===== src/rtl/wb_commit_trace_pkg.sv =====
// Shared definitions for the WB commit-trace block: write-back select codes,
// the trace record layout, and the write-back data mux.
package wb_commit_trace_pkg;

  localparam logic [1:0] WB_SEL_ALU  = 2'b00;
  localparam logic [1:0] WB_SEL_DM   = 2'b01;
  localparam logic [1:0] WB_SEL_PC8  = 2'b10;
  localparam logic [1:0] WB_SEL_OUTB = 2'b11;

  // 105-bit record, pc in the MSBs.
  typedef struct packed {
    logic [31:0] pc;
    logic [31:0] instr;
    logic [3:0]  rf_wen;
    logic [4:0]  wnum;
    logic [31:0] wdata;
  } TraceRecType;

  function automatic logic [31:0] wb_sel_data(
    input logic [1:0]  sel,
    input logic [31:0] alu_out,
    input logic [31:0] dm_out,
    input logic [31:0] pc,
    input logic [31:0] out_b
  );
    logic [31:0] res;
    case (sel)
      WB_SEL_ALU:  res = alu_out;
      WB_SEL_DM:   res = dm_out;
      WB_SEL_PC8:  res = pc + 32'd8;
      default:     res = out_b;
    endcase
    return res;
  endfunction

endpackage


===== src/rtl/wb_commit_trace_fifo.sv =====
// Synchronous circular-buffer FIFO of trace records. A push while full is only
// taken when a pop frees the head slot in the same cycle.
module wb_commit_trace_fifo
  import wb_commit_trace_pkg::*;
#(
  parameter int DEPTH = 8
) (
  input  logic                     clk,
  input  logic                     rst,
  input  logic                     push_i,
  input  logic                     pop_i,
  input  TraceRecType              din_i,
  output TraceRecType              dout_o,
  output logic [$clog2(DEPTH):0]   count_o,
  output logic                     full_o,
  output logic                     empty_o
);

  localparam int PW = $clog2(DEPTH);
  localparam logic [PW-1:0] PTR_ONE  = PW'(1);
  localparam logic [PW:0]   CNT_ONE  = (PW+1)'(1);
  localparam logic [PW:0]   CNT_FULL = (PW+1)'(DEPTH);

  TraceRecType     mem_q [DEPTH];
  logic [PW-1:0]   rd_ptr_q, wr_ptr_q;
  logic [PW:0]     count_q, count_d;
  logic            do_push, do_pop;

  assign empty_o = (count_q == '0);
  assign full_o  = (count_q == CNT_FULL);
  assign do_pop  = pop_i && !empty_o;
  assign do_push = push_i && (!full_o || do_pop);

  always_comb begin
    count_d = count_q;
    case ({do_push, do_pop})
      2'b10:   count_d = count_q + CNT_ONE;
      2'b01:   count_d = count_q - CNT_ONE;
      default: count_d = count_q;
    endcase
  end

  always_ff @(posedge clk) begin
    if (rst) begin
      rd_ptr_q <= '0;
      wr_ptr_q <= '0;
      count_q  <= '0;
    end else begin
      if (do_push) wr_ptr_q <= wr_ptr_q + PTR_ONE;
      if (do_pop)  rd_ptr_q <= rd_ptr_q + PTR_ONE;
      count_q <= count_d;
    end
  end

  // Storage carries data only; reset just discards it via the pointers.
  always_ff @(posedge clk) begin
    if (do_push) mem_q[wr_ptr_q] <= din_i;
  end

  assign dout_o  = empty_o ? '0 : mem_q[rd_ptr_q];
  assign count_o = count_q;

endmodule


===== src/rtl/wb_commit_trace.sv =====
// Commit-trace capture at the end of WB: builds a record per committed
// instruction, queues it, and back-pressures the pipeline before overflow.
module wb_commit_trace
  import wb_commit_trace_pkg::*;
#(
  parameter int DEPTH    = 8,
  parameter bit PUSH_ALL = 1'b0
) (
  input  logic                   clk,
  input  logic                   rst,
  input  logic                   wb_commit,
  input  logic [31:0]            wb_pc,
  input  logic [31:0]            wb_instr,
  input  logic [1:0]             wb_wbsel,
  input  logic [31:0]            wb_alu_out,
  input  logic [31:0]            wb_dm_out,
  input  logic [31:0]            wb_out_b,
  input  logic [4:0]             wb_dst,
  input  logic                   wb_rf_wr,
  input  logic                   trace_ready,
  output logic                   trace_valid,
  output logic [31:0]            trace_pc,
  output logic [31:0]            trace_instr,
  output logic [3:0]             trace_rf_wen,
  output logic [4:0]             trace_wnum,
  output logic [31:0]            trace_wdata,
  output logic                   stall_req,
  output logic [$clog2(DEPTH):0] trace_count,
  output logic                   overflow
);

  localparam int CW = $clog2(DEPTH) + 1;
  localparam logic [CW-1:0] CNT_STALL = CW'(DEPTH - 1);

  TraceRecType   rec_in, head;
  logic [3:0]    rf_wen;
  logic          writes_rf;
  logic          push, pop, full, empty;
  logic [CW-1:0] count;
  logic          overflow_q, overflow_d;

  assign writes_rf = wb_rf_wr && (wb_dst != 5'd0);
  assign rf_wen    = writes_rf ? 4'hF : 4'h0;

  always_comb begin
    rec_in        = '0;
    rec_in.pc     = wb_pc;
    rec_in.instr  = wb_instr;
    rec_in.rf_wen = rf_wen;
    rec_in.wnum   = writes_rf ? wb_dst : 5'd0;
    rec_in.wdata  = wb_sel_data(wb_wbsel, wb_alu_out, wb_dm_out, wb_pc, wb_out_b);
  end

  assign push = wb_commit && (PUSH_ALL || writes_rf);
  assign pop  = trace_valid && trace_ready;

  wb_commit_trace_fifo #(.DEPTH(DEPTH)) u_fifo (
    .clk     (clk),
    .rst     (rst),
    .push_i  (push),
    .pop_i   (pop),
    .din_i   (rec_in),
    .dout_o  (head),
    .count_o (count),
    .full_o  (full),
    .empty_o (empty)
  );

  // A record is lost only when full with no pop to make room.
  assign overflow_d = overflow_q || (push && full && !pop);

  always_ff @(posedge clk) begin
    if (rst) overflow_q <= 1'b0;
    else     overflow_q <= overflow_d;
  end

  assign trace_valid  = !empty;
  assign trace_pc     = head.pc;
  assign trace_instr  = head.instr;
  assign trace_rf_wen = head.rf_wen;
  assign trace_wnum   = head.wnum;
  assign trace_wdata  = head.wdata;
  assign trace_count  = count;
  assign stall_req    = (count >= CNT_STALL);
  assign overflow     = overflow_q;

endmodule


===== config.mk =====
export PLATFORM = sky130hd
export DESIGN_NAME = wb_commit_trace
export DESIGN_NICKNAME = d
export VERILOG_FILES = /design/src/rtl/wb_commit_trace_pkg.sv /design/src/rtl/wb_commit_trace_fifo.sv /design/src/rtl/wb_commit_trace.sv
export SDC_FILE = /design/constraint.sdc
export NUM_CORES = 1
export LEC_CHECK = 0
export CAP_MARGIN = 10
export CORE_MARGIN = 2
export CORE_UTILIZATION = 58
export CTS_CLUSTER_DIAMETER = 150
export DETAILED_ROUTE_END_ITERATION = 12
export DONT_BUFFER_PORTS = 1
export PLACE_DENSITY = 0.81
export SYNTH_ARGS = -nofsm -noshare
export SYNTH_HDL_FRONTEND = slang
export SYNTH_SLANG_ARGS = --single-unit

===== constraint.sdc =====
create_clock -name clk -period 29.8 [get_ports clk]
set_clock_uncertainty 0.05 [all_clocks]
set_input_delay 2.98 -clock clk [delete_from_list [all_inputs] [get_ports clk]]
set_output_delay 2.98 -clock clk [all_outputs]
set_load 0.02 [all_outputs]

### Word-level counts from Yosys, hierarchy flattened

Memory sizes are Yosys's and may differ from the RTL's. A register that Yosys moved wholly into a read port is not among the register bits.
Cells that the tools add are included.

* register bits after elaboration: 11
* bits in latches: 0
* bits in writable memories: 840
* memory bits (read-only): 0
* input bits: 172
* output and inout bits: 112
* word-level logic and storage cells: 41
* memories: 1

* add/sub/neg operators: 5
* multiply operators: 0
* div/mod/pow operators: 0
* order comparisons: 1
* equal/unequal tests: 5
* shift-type cells: 0
* multiplexer cells: 9
* bitwise gates (word level): 0
* reductions and logical operators: 16

Memory list
* u_fifo.mem_q: words 8, bits a word 105, read ports 1, clocked after Yosys merged registers in 1, write ports 1, RTL line wb_commit_trace_fifo.sv:24 `TraceRecType mem_q [DEPTH];`

Operators by type and width (number)
* 105-bit two-way mux: 1
* 32-bit case mux with 3 select lines: 1
* 32-bit by 4-bit adder with 32-bit output (second input constant): 1
* 4-bit case mux with 2 select lines: 1
* 1-bit logical AND: 7
* 3-bit by 1-bit adder with 3-bit output (second input constant): 2
* 3-bit two-way mux: 2
* 5-bit two-way mux: 1
* 5-bit nonzero test: 1
* 4-bit by 1-bit adder with 4-bit output (second input constant): 1
* 2-bit by 1-bit equality test with 1-bit output (second input constant): 2
* 2-bit equality test (second input constant): 2
* 4-bit equality test (second input constant): 1
* 4-bit by 3-bit >= comparator with 1-bit output (second input constant): 1
* 4-bit zero test: 1
* 4-bit two-way mux: 1
* 4-bit by 1-bit subtractor with 4-bit output (second input constant): 1
* 1-bit zero test: 3
* 2-bit zero test: 1
* 1-bit logical OR: 2
* 1-bit two-way mux: 2
* 2-bit nonzero test: 1

### Logic depth before layout (Yosys ltp)

Gate-level depths: netlist (run 1).

* depth after elaboration: 8
* gate-level depth with buffers: 9
* mapped depth without buffers: 9

### Hierarchy

A second synthesis (run 1) with hierarchy kept.

* cell total of the unflattened synthesis: 1556
* area, all modules: 34181.5 um^2

By module, submodules not included
* wb_commit_trace_fifo: times used 1, cells an instance 1416, area an instance 32720.1 um^2, seq. area each 25484.4 um^2
* wb_commit_trace: times used 1, cells an instance 140, area an instance 1461.4 um^2, seq. area each 20.0 um^2

### Least setup slack after synthesis (run 1)

Ideal clock, no wire load.

* kind: input-to-reg
* start: in wb_dst[2]
* end: mem u_fifo.mem_q[1][0] in the netlist's numbering, enable pin
* library setup time: 848 ps
* arrival: 14197 ps
* path slack: 14704 ps
* cell stages on the path: 5
* buffers on the path: 1
* cells stage by stage: or4_1 > o211a_1 > clkbuf_1 > nand2_1 > nor4b_1

* word-level cells in the longest chain between the ends: 6

RTL lines
* from (decl): RTL line wb_commit_trace.sv:18 `input logic [4:0] wb_dst,`
* 5-bit nonzero test: RTL line wb_commit_trace.sv:42 `assign writes_rf = wb_rf_wr && (wb_dst != 5'd0);`
* 1-bit logical AND: RTL line wb_commit_trace.sv:42
* 1-bit logical AND: RTL line wb_commit_trace.sv:54 `assign push = wb_commit && (PUSH_ALL || writes_rf);`
* 1-bit logical AND: RTL line wb_commit_trace_fifo.sv:32 `assign do_push = push_i && (!full_o || do_pop);`
* 1-bit two-way mux: RTL line wb_commit_trace_fifo.sv:57 `if (do_push) mem_q[wr_ptr_q] <= din_i;`
* 1-bit two-way mux (implied by the code): RTL line wb_commit_trace_fifo.sv:57
* to (decl): RTL line wb_commit_trace_fifo.sv:24

Every way passes these cells.

==> impl_summary.log, run 1 <==
[metrics] maximum number of pins on one net before global-route repair: 110
[metrics] Clock H-tree levels: 3
[metrics] area overhead of the layout relative to synthesis: 10.4%
[metrics] endpoint kind of the worst setup timing path: primary output
[metrics] remaining routing DRC violations: 0
[metrics] post-CTS sizing: 0
[metrics] Placeable Area: 56300 um2
[metrics] proportion of power drawn by the clock network: 33.4%
[metrics] type of the most critical hold path: reg2reg
[metrics] vias after detailed routing: 15500
[metrics] number of buffers inserted by port buffering: 0
[metrics] wire length of the first global-routing pass: 107000 um
[metrics] row count: 87
[metrics] outcome: complete, no violations
[metrics] internal power: around 0.0021 W
[metrics] instance count of the mapped netlist: roughly 1500
[metrics] Static Leakage: between 10 and 15 nW
[metrics] switching fraction of total power: 29.3%
[metrics] maximum fanout along the worst path: between 60 and 70
[metrics] Post-Synth Adder-Cell Area: less than 1%
[metrics] number of post-CTS setup repair buffers: 0
[metrics] net switching power figure: just under 0.0009 W
[metrics] Die Y: ~240 um
[metrics] post-DR wirelength/cell: 30.6 um
[metrics] number of failing setup endpoints in the final timing report: 0
[metrics] setup TNS after final layout: 0 ns
[metrics] number of distinct library cells after synthesis: 47
[metrics] final worst path period need: 7.00 ns
[metrics] number of sinks driven by the clock tree: between 800 and 900
[metrics] width of the chip: around 240 um
[metrics] final hold violation count: 0
[metrics] I/O Pins: 284
[metrics] largest family of logic cells by synthesized area: multiplexers
[metrics] setup repair after global routing missed its margin: no
[metrics] prevailing post-synth register cell: sky130_fd_sc_hd__edfxtp_1
[metrics] Tot Pwr: 0.00298 W
[metrics] fraction of layout instances using a drive strength above 1: 25.2%
[metrics] Total Die Area: around 60000 um2
[metrics] slew margin rel.: 10.3%
[metrics] post-synth top area cell: sky130_fd_sc_hd__edfxtp_1
[metrics] post-synthesis share of cell area spent on and, or, nand and nor gates: roughly 2.9%
[metrics] first-pass detailed-route iteration total: 5
[metrics] number of global-route vias before repair: 16300
[metrics] Peak supply drop: 0.000117 V
[metrics] WS Path Type: reg2out
[metrics] max-slew violation count: 0
[metrics] CTS root buffer: sky130_fd_sc_hd__clkbuf_16
[metrics] initial DRC count: 1584
[metrics] Clock Pin Slew Worst Setup and Hold Paths: ~0.060 ns
[metrics] Placer Congestion: 0.736
[metrics] antenna violations before repair: 4
[metrics] number of enable flip-flop cells after synthesis: about 820
[metrics] leading post-synthesis cells by instance count: sky130_fd_sc_hd__edfxtp_1 (816), sky130_fd_sc_hd__mux4_2 (233), sky130_fd_sc_hd__nor2_1 (116)
[metrics] XOR/XNOR Fraction of Synth Area: 0.824%
[metrics] Logic pwr share: 21.8%
[metrics] final worst path period share: 23.5%
[metrics] Crit path arrival time: 3.97 ns
[metrics] CP Launch Type: register
[metrics] starting density of the core: 58.6%
[metrics] CP Data Required Time: about 27 ns
[metrics] pwr dens: between 80 and 90 nW/um2
[metrics] diode insertion count for antenna repair: 0
[metrics] Global Route Usage Sum: 24.8%
[metrics] half-perimeter wire length after placement: 40100 um
[metrics] grt ovf: 0
[metrics] biggest area contributors in the synthesized netlist: sky130_fd_sc_hd__edfxtp_1 (74%), sky130_fd_sc_hd__mux4_2 (16%), sky130_fd_sc_hd__mux2i_1 (3.2%)
[metrics] most repeated cell in the gate-level netlist after synthesis: sky130_fd_sc_hd__edfxtp_1
[metrics] area share of the largest cell type after synthesis: 74.3%
[metrics] DRT Wirelength: between 70000 and 80000 um
[metrics] post-route ant nets: 0
[metrics] maximum number of buffers from clock root to sink: 3
[metrics] Max Cap Viol: 0
[metrics] Netlist Area Pre-Place: 33000 um2
[metrics] Via density: 6.58
[metrics] Net Count, Synth: 1689
[metrics] sequential fraction of design power: 44.8%
[metrics] Syn. warnings: 0
[metrics] number of register bits inferred by synthesis: 830
[metrics] clock latency on the worst-skew pair: just over 0.6 ns
[metrics] # nets final: 1718
[metrics] TritonCTS clock tree: built
[metrics] compound-gate portion of the synthesized area: less than 1%
[metrics] Worst Max-Slew Pin Slew: 1.35 ns
[metrics] CTS Hold Buffers Added: 0
[metrics] Fmax: 143 MHz
[metrics] average size of a mapped cell: 21.8 um2
[metrics] TritonCTS buffer count: 82
[metrics] share of flip-flops with an asynchronous set or reset after synthesis: 0%
[metrics] multiplexer area fraction after synthesis: just under 20%
[metrics] sequential share of the synthesized area: roughly three quarters
kinds of logic (layout without fill, tap and decap cells):
| logic type | count (synthesis) | after routing |
|---|---|---|
| XOR/XNOR | 31 | 31 |
| AND/OR/NAND/NOR | 195 | 195 |
| adder cells (fa/ha/maj) | 4 | 4 |
| multiplexers | 342 | 342 |
| AO/OA/AOI/OAI | 17 | 17 |
| flip-flops | 830 | 830 |
| buffers and inverters | 94 | 188 |
per-stage QoR:
stage / hold slack, ns / setup WS [ns] / cells / util (%) / instance area, um2
6_report: 0.438 / 22.80 / 2363 / 64.7 / 36400
3_5_place_dp: 0.430 / 23.47 / 2214 / 60.0 / 33800
3_3_place_gp: 0.422 / 23.44 / 2214 / 60.0 / 33800
2_1_floorplan: 0.404 / 14.70 / 1513 / - / 33000
5_1_grt: 0.473 / 22.63 / 2363 / 64.7 / 36400
4_1_cts: 0.438 / 22.75 / 2363 / 64.7 / 36400
power groups by stage:
stage / registers, W / clock network (W) / logic [W]
2_1_floorplan: 0.00134 / 0 / 0.000543
3_3_place_gp: 0.00136 / 0 / 0.000651
3_5_place_dp: 0.00136 / 0 / 0.000656
4_1_cts: 0.00134 / 0.00101 / 0.000662
5_1_grt: 0.00134 / 0.00105 / 0.000691
6_report: 0.00134 / 0.000996 / 0.000650
worst paths after layout:
kind | end | depth (start not counted) | slack (ns) | startpoint
worst max-delay path | trace_rf_wen[0] | 6 | 22.80 | register
worst min-delay path | register | 2 | 0.44 | u_fifo.rd_ptr_q[1]
worst max register to register | u_fifo.count_o[2] | 11 | 25.83 | u_fifo.count_o[3]
worst min register to register | register | 2 | 0.44 | u_fifo.rd_ptr_q[1]
cells in the final DEF, fill, tap and decap left out, drive strengths merged, types with 2 or more instances in the layout:
cell	instances
o21ai	3
nor2	116
and3	6
nor3	8
nor4	10
mux4	233
edfxtp	816
inv	12
mux2	2
a211oi	3
nor3b	6
or4	2
ha	4
xnor2	13
dfxtp	14
clkinv	43
a21oi	6
nand2	14
nor4b	2
nand4	4
and2	7
clkbuf	94
nand3	11
buf	31
xor2	18
clkinvlp	2
bufinv	6
and4	3
o22ai	2
mux2i	107
state kept, by name (all words and copies together) (netlist names), named ones only:
| signal | count |
|---|---|
| overflow | 1 |
| u_fifo.count_o | 4 |
| u_fifo.mem_q | 816 |
| u_fifo.rd_ptr_q | 3 |
| u_fifo.wr_ptr_q | 3 |
area by class of cell:
class / instances / area [um2]
repair buffers: 31 / 245
well taps: 756 / 946
fillers: 3529 / 19900
flip-flops and latches: 830 / 24800
clock buffers: 94 / 2100
clock inverters: 55 / 510
inverters: 8 / 30.0
multi-input cells: 589 / 7770
critical path: stages (launching register included):
cell                      delay (ns)
sky130_fd_sc_hd__dfxtp_4        0.65
sky130_fd_sc_hd__buf_4          0.69
sky130_fd_sc_hd__buf_4          0.85
sky130_fd_sc_hd__mux4_2         0.44
sky130_fd_sc_hd__mux2i_1        0.27
sky130_fd_sc_hd__nor2_1         0.08
sky130_fd_sc_hd__buf_4          0.24
layer usage:
layer,up-vias,track usage [%],share of wire (%)
met5,-,0,0.037
met4,4,7.06,2.1
li1,6346,-,-
met3,106,5.53,8.9
met2,791,40.5,50
met1,8295,34.3,39
No activity file was read; power rests on OpenSTA's default activity.
==> run 2, diff against run 1 <==
- CORE_UTILIZATION: 58 -> 57
- PLACE_DENSITY: 0.81 -> 0.82
- clock period: 29.8 -> 5.6 ns (I/O delays scaled with it)
==> run 2 against run 1 <==
  * Die area rose by 1.7%
  * Sequential share of layout area decreased by 1.3 points
  * Register-to-register slack lost 23 ns
  * Flip-flop and latch count did not move
  * Setup slack got worse by 21 ns
  * First-iteration DRC count up 5.6%
  * Sequential power rose to 5.3 times the previous value
  * Global-route usage shrank 0.49 points
  * Clock power rose to 5.1 times the previous value
  * Cell area increased by 1.9%
==> impl_summary.log, run 2 (same netlist as run 1, synthesis figures left out) <==
[metrics] DRT Wirelength: 71500 um (-1.2%)
[metrics] Routed met2 length: 33800 um (-6.9%)
[metrics] width of the chip: 244 um (+0.86%)
[metrics] Reg2Reg Capture Point: u_fifo.count_o[2]
[metrics] Static Leakage: 11.2 nW (+2.1%)
[metrics] endpoint kind of the worst setup timing path: primary output
[metrics] number of global-route vias before repair: 16000 (-1.4%)
[metrics] outcome: complete, no violations
[metrics] max reg flops: 816 (unchanged)
[metrics] Max Cap Viol: 0 (unchanged)
[metrics] Clock H-tree levels: 3 (unchanged)
[metrics] number of buffers inserted by port buffering: 0 (unchanged)
[metrics] WS Path Type: reg2out
[metrics] CP Data Required Time: 4.99 ns (-21.78 ns)
[metrics] Finished Layout Cells: 2440 (+3.3%)
[metrics] Total Die Area: 59800 um2 (+1.7%)
[metrics] first-pass detailed-route iteration total: 5 (unchanged)
[metrics] Die Y: 244 um (+0.86%)
[metrics] destination of the critical timing path: trace_pc[25]
[metrics] most common cell after layout, fill and taps aside: sky130_fd_sc_hd__edfxtp_1
[metrics] number of failing setup endpoints in the final timing report: 0 (unchanged)
[metrics] Crit path arrival time: 3.19 ns (-0.78 ns)
[metrics] highest-count cells in the layout ignoring fill and taps: sky130_fd_sc_hd__edfxtp_1 (816), sky130_fd_sc_hd__mux4_2 (233), sky130_fd_sc_hd__nor2_1 (115), sky130_fd_sc_hd__mux2i_1 (107), sky130_fd_sc_hd__clkbuf_16 (84)
[metrics] slew margin rel.: 28.0% (+18 points)
[metrics] Placer Congestion: 0.795 (+7.9%)
[metrics] total stage count of the critical path: 4 (-2)
[metrics] chain of cells forming the critical path: buf_12 -> mux4_2 -> mux2i_1 -> nor2_1
[metrics] max-slew violation count: 0 (unchanged)
[metrics] clock latency on the worst-skew pair: 0.61 ns (about the same)
[metrics] type of the most critical hold path: in2reg
[metrics] maximum number of buffers from clock root to sink: 3 (unchanged)
[metrics] R2R Setup Slk: 2.35 ns (-23.48 ns)
[metrics] Via density: 6.40 (-2.7%)
[metrics] maximum fanout along the worst path: 71 (+15%)
[metrics] Worst Max-Slew Pin Slew: 1.07 ns (-0.273 ns)
[metrics] M1 WL: 28300 um (+1.1%)
[metrics] Post-Place Worst Slack: 2.22 ns (-21.25 ns)
[metrics] # nets final: 1786 (+4.0%)
[metrics] final worst slack: 1.80 ns (-21.00 ns)
[metrics] maximum number of pins on one net before global-route repair: 103 (-6.4%)
[metrics] number of sinks driven by the clock tree: 830 (unchanged)
[metrics] top layer in use: met5
[metrics] wire length of the first global-routing pass: 105000 um (-1.9%)
[metrics] total instance count after detailed placement: 2226 (+0.54%)
[metrics] Placeable Area: 57500 um2 (+2.1%)
[metrics] remaining routing DRC violations: 0 (unchanged)
[metrics] buffering stage count on the worst path with inverters included: 1 (-2)
[metrics] final worst path period need: 3.80 ns
[metrics] CP Launch Type: register
[metrics] pwr dens: 424 nW/um2 (+420%)
[metrics] Slowest-stage cell, CP: sky130_fd_sc_hd__dfxtp_4
[metrics] number of post-CTS setup repair buffers: 0 (unchanged)
[metrics] row count: 88 (+1.1%)
[metrics] Crit path max-delay family: multiplexers
[metrics] Tot Pwr: 0.0157 W (+430%)
[metrics] fraction of layout instances using a drive strength above 1: 23.7% (-1.5 points)
[metrics] post-route ant nets: 0 (unchanged)
[metrics] count of cells along the worst register-to-register path: 10 (-1)
[metrics] half-perimeter wire length after placement: 40000 um (-0.41%)
[metrics] antenna violations before repair: 18 (+14)
[metrics] top register by number of flip-flops: u_fifo.mem_q
[metrics] post-DR wirelength/cell: 29.3 um (-4.3%)
[metrics] Peak supply drop: 0.00127 V (+990%)
[metrics] fill cell count: 3672 (+4.1%)
[metrics] Clock Pin Slew Worst Setup and Hold Paths: 0.06 ns (about the same)
[metrics] TritonCTS buffer count: 81 (-1.2%)
[metrics] setup repair after global routing missed its margin: no
[metrics] post-CTS sizing: 0 (unchanged)
[metrics] Fmax: 263 MHz
[metrics] grt ovf: 0 (unchanged)
[metrics] starting density of the core: 57.3% (-1.2 points)
[metrics] setup TNS after final layout: 0 ns (unchanged)
[metrics] TritonCTS clock tree: built
[metrics] CTS root buffer: sky130_fd_sc_hd__clkbuf_16
[metrics] delay of the slowest critical-path stage: 0.81 ns (-0.04 ns)
[metrics] initial DRC count: 1672 (+5.6%)
[metrics] Global Route Usage Sum: 24.3% (-0.49 points)
[metrics] met3 routed WL: 7150 um (+11%)
[metrics] area overhead of the layout relative to synthesis: 12.5%
[metrics] vias after detailed routing: 15600 (+0.47%)
[metrics] final hold violation count: 0 (unchanged)
[metrics] reg-to-reg critical path startpoint: u_fifo.count_o[3]
[metrics] final worst path period share: 67.9%
[metrics] I/O Pins: 284 (unchanged)
## run 2: changes by cell type in the layout (fill, tap and decap cells not counted), sizes merged
| cell | change |
|---|---|
| inv | -3 |
| buf | +3 |
| diode | +9 |
| clkbuf | +5 |
| dlygate4sd3 | +66 |
| bufinv | -2 |
| clkinvlp | +1 |
| clkinv | -11 |
## run 2: how the worst min path moves through the flow
stage / slack (ns) / end / start / cells past startpoint
finish: 0.20 / register / trace_ready / 3
global route: 0.21 / register / trace_ready / 3
CTS: 0.17 / register / trace_ready / 3
detailed placement: 0.43 / register / u_fifo.rd_ptr_q[1] / 2
global placement: 0.41 / register / u_fifo.rd_ptr_q[1] / 2
floorplan: 0.40 / register / u_fifo.rd_ptr_q[1] / 2
## run 2: stage by stage
step	instance area, um2	hold slack, ns	utilization (%)
floorplan	33000	0.404	-
global placement	33900	0.411	59.0
detailed placement	33900	0.432	59.0
CTS	37100	0.169	64.5
global route	37100	0.213	64.5
finish	37100	0.198	64.5
## run 2: worst min-delay path: stages
cell and delay, ns:
sky130_fd_sc_hd__nand2_1 0.08, sky130_fd_sc_hd__nand2_1 0.09, sky130_fd_sc_hd__a21oi_1 0.08
## run 2: repair_timing
item | 4_1_cts | 5_1_grt
hold endpoints to repair | 526 | 0
setup endpoints to repair | 0 | 0
hold buffers | 66 | 0
## run 2: layer usage
layer	GRT usage [%]	vias to the layer above
met5	0	-
met4	8.84	12
met3	5.99	138
met2	37.0	756
met1	34.9	8209
li1	-	6500
## run 2: report_power, final
| part | internal [W] | leakage [nW] | switching (W) | total, W |
|---|---|---|---|---|
| Clock | 0.00292 | 1.20 | 0.00218 | 0.00510 |
| Combinational | 0.00131 | 2.54 | 0.00222 | 0.00353 |
| Sequential | 0.00695 | 7.49 | 0.000149 | 0.00710 |
## run 2: cell type report
cell class | count | area (um2) | area share, %
Sequential cell | 830 | 24800 | 66.8
Tap cell | 765 | 957 | 2.58
Clock inverter | 40 | 303 | 0.816
Clock buffer | 99 | 2170 | 5.85
Antenna cell | 9 | 22.5 | 0.0607
Inverter | 8 | 30.0 | 0.0810
Timing Repair Buffer | 100 | 991 | 2.67
Multi-Input combinational cell | 589 | 7830 | 21.1
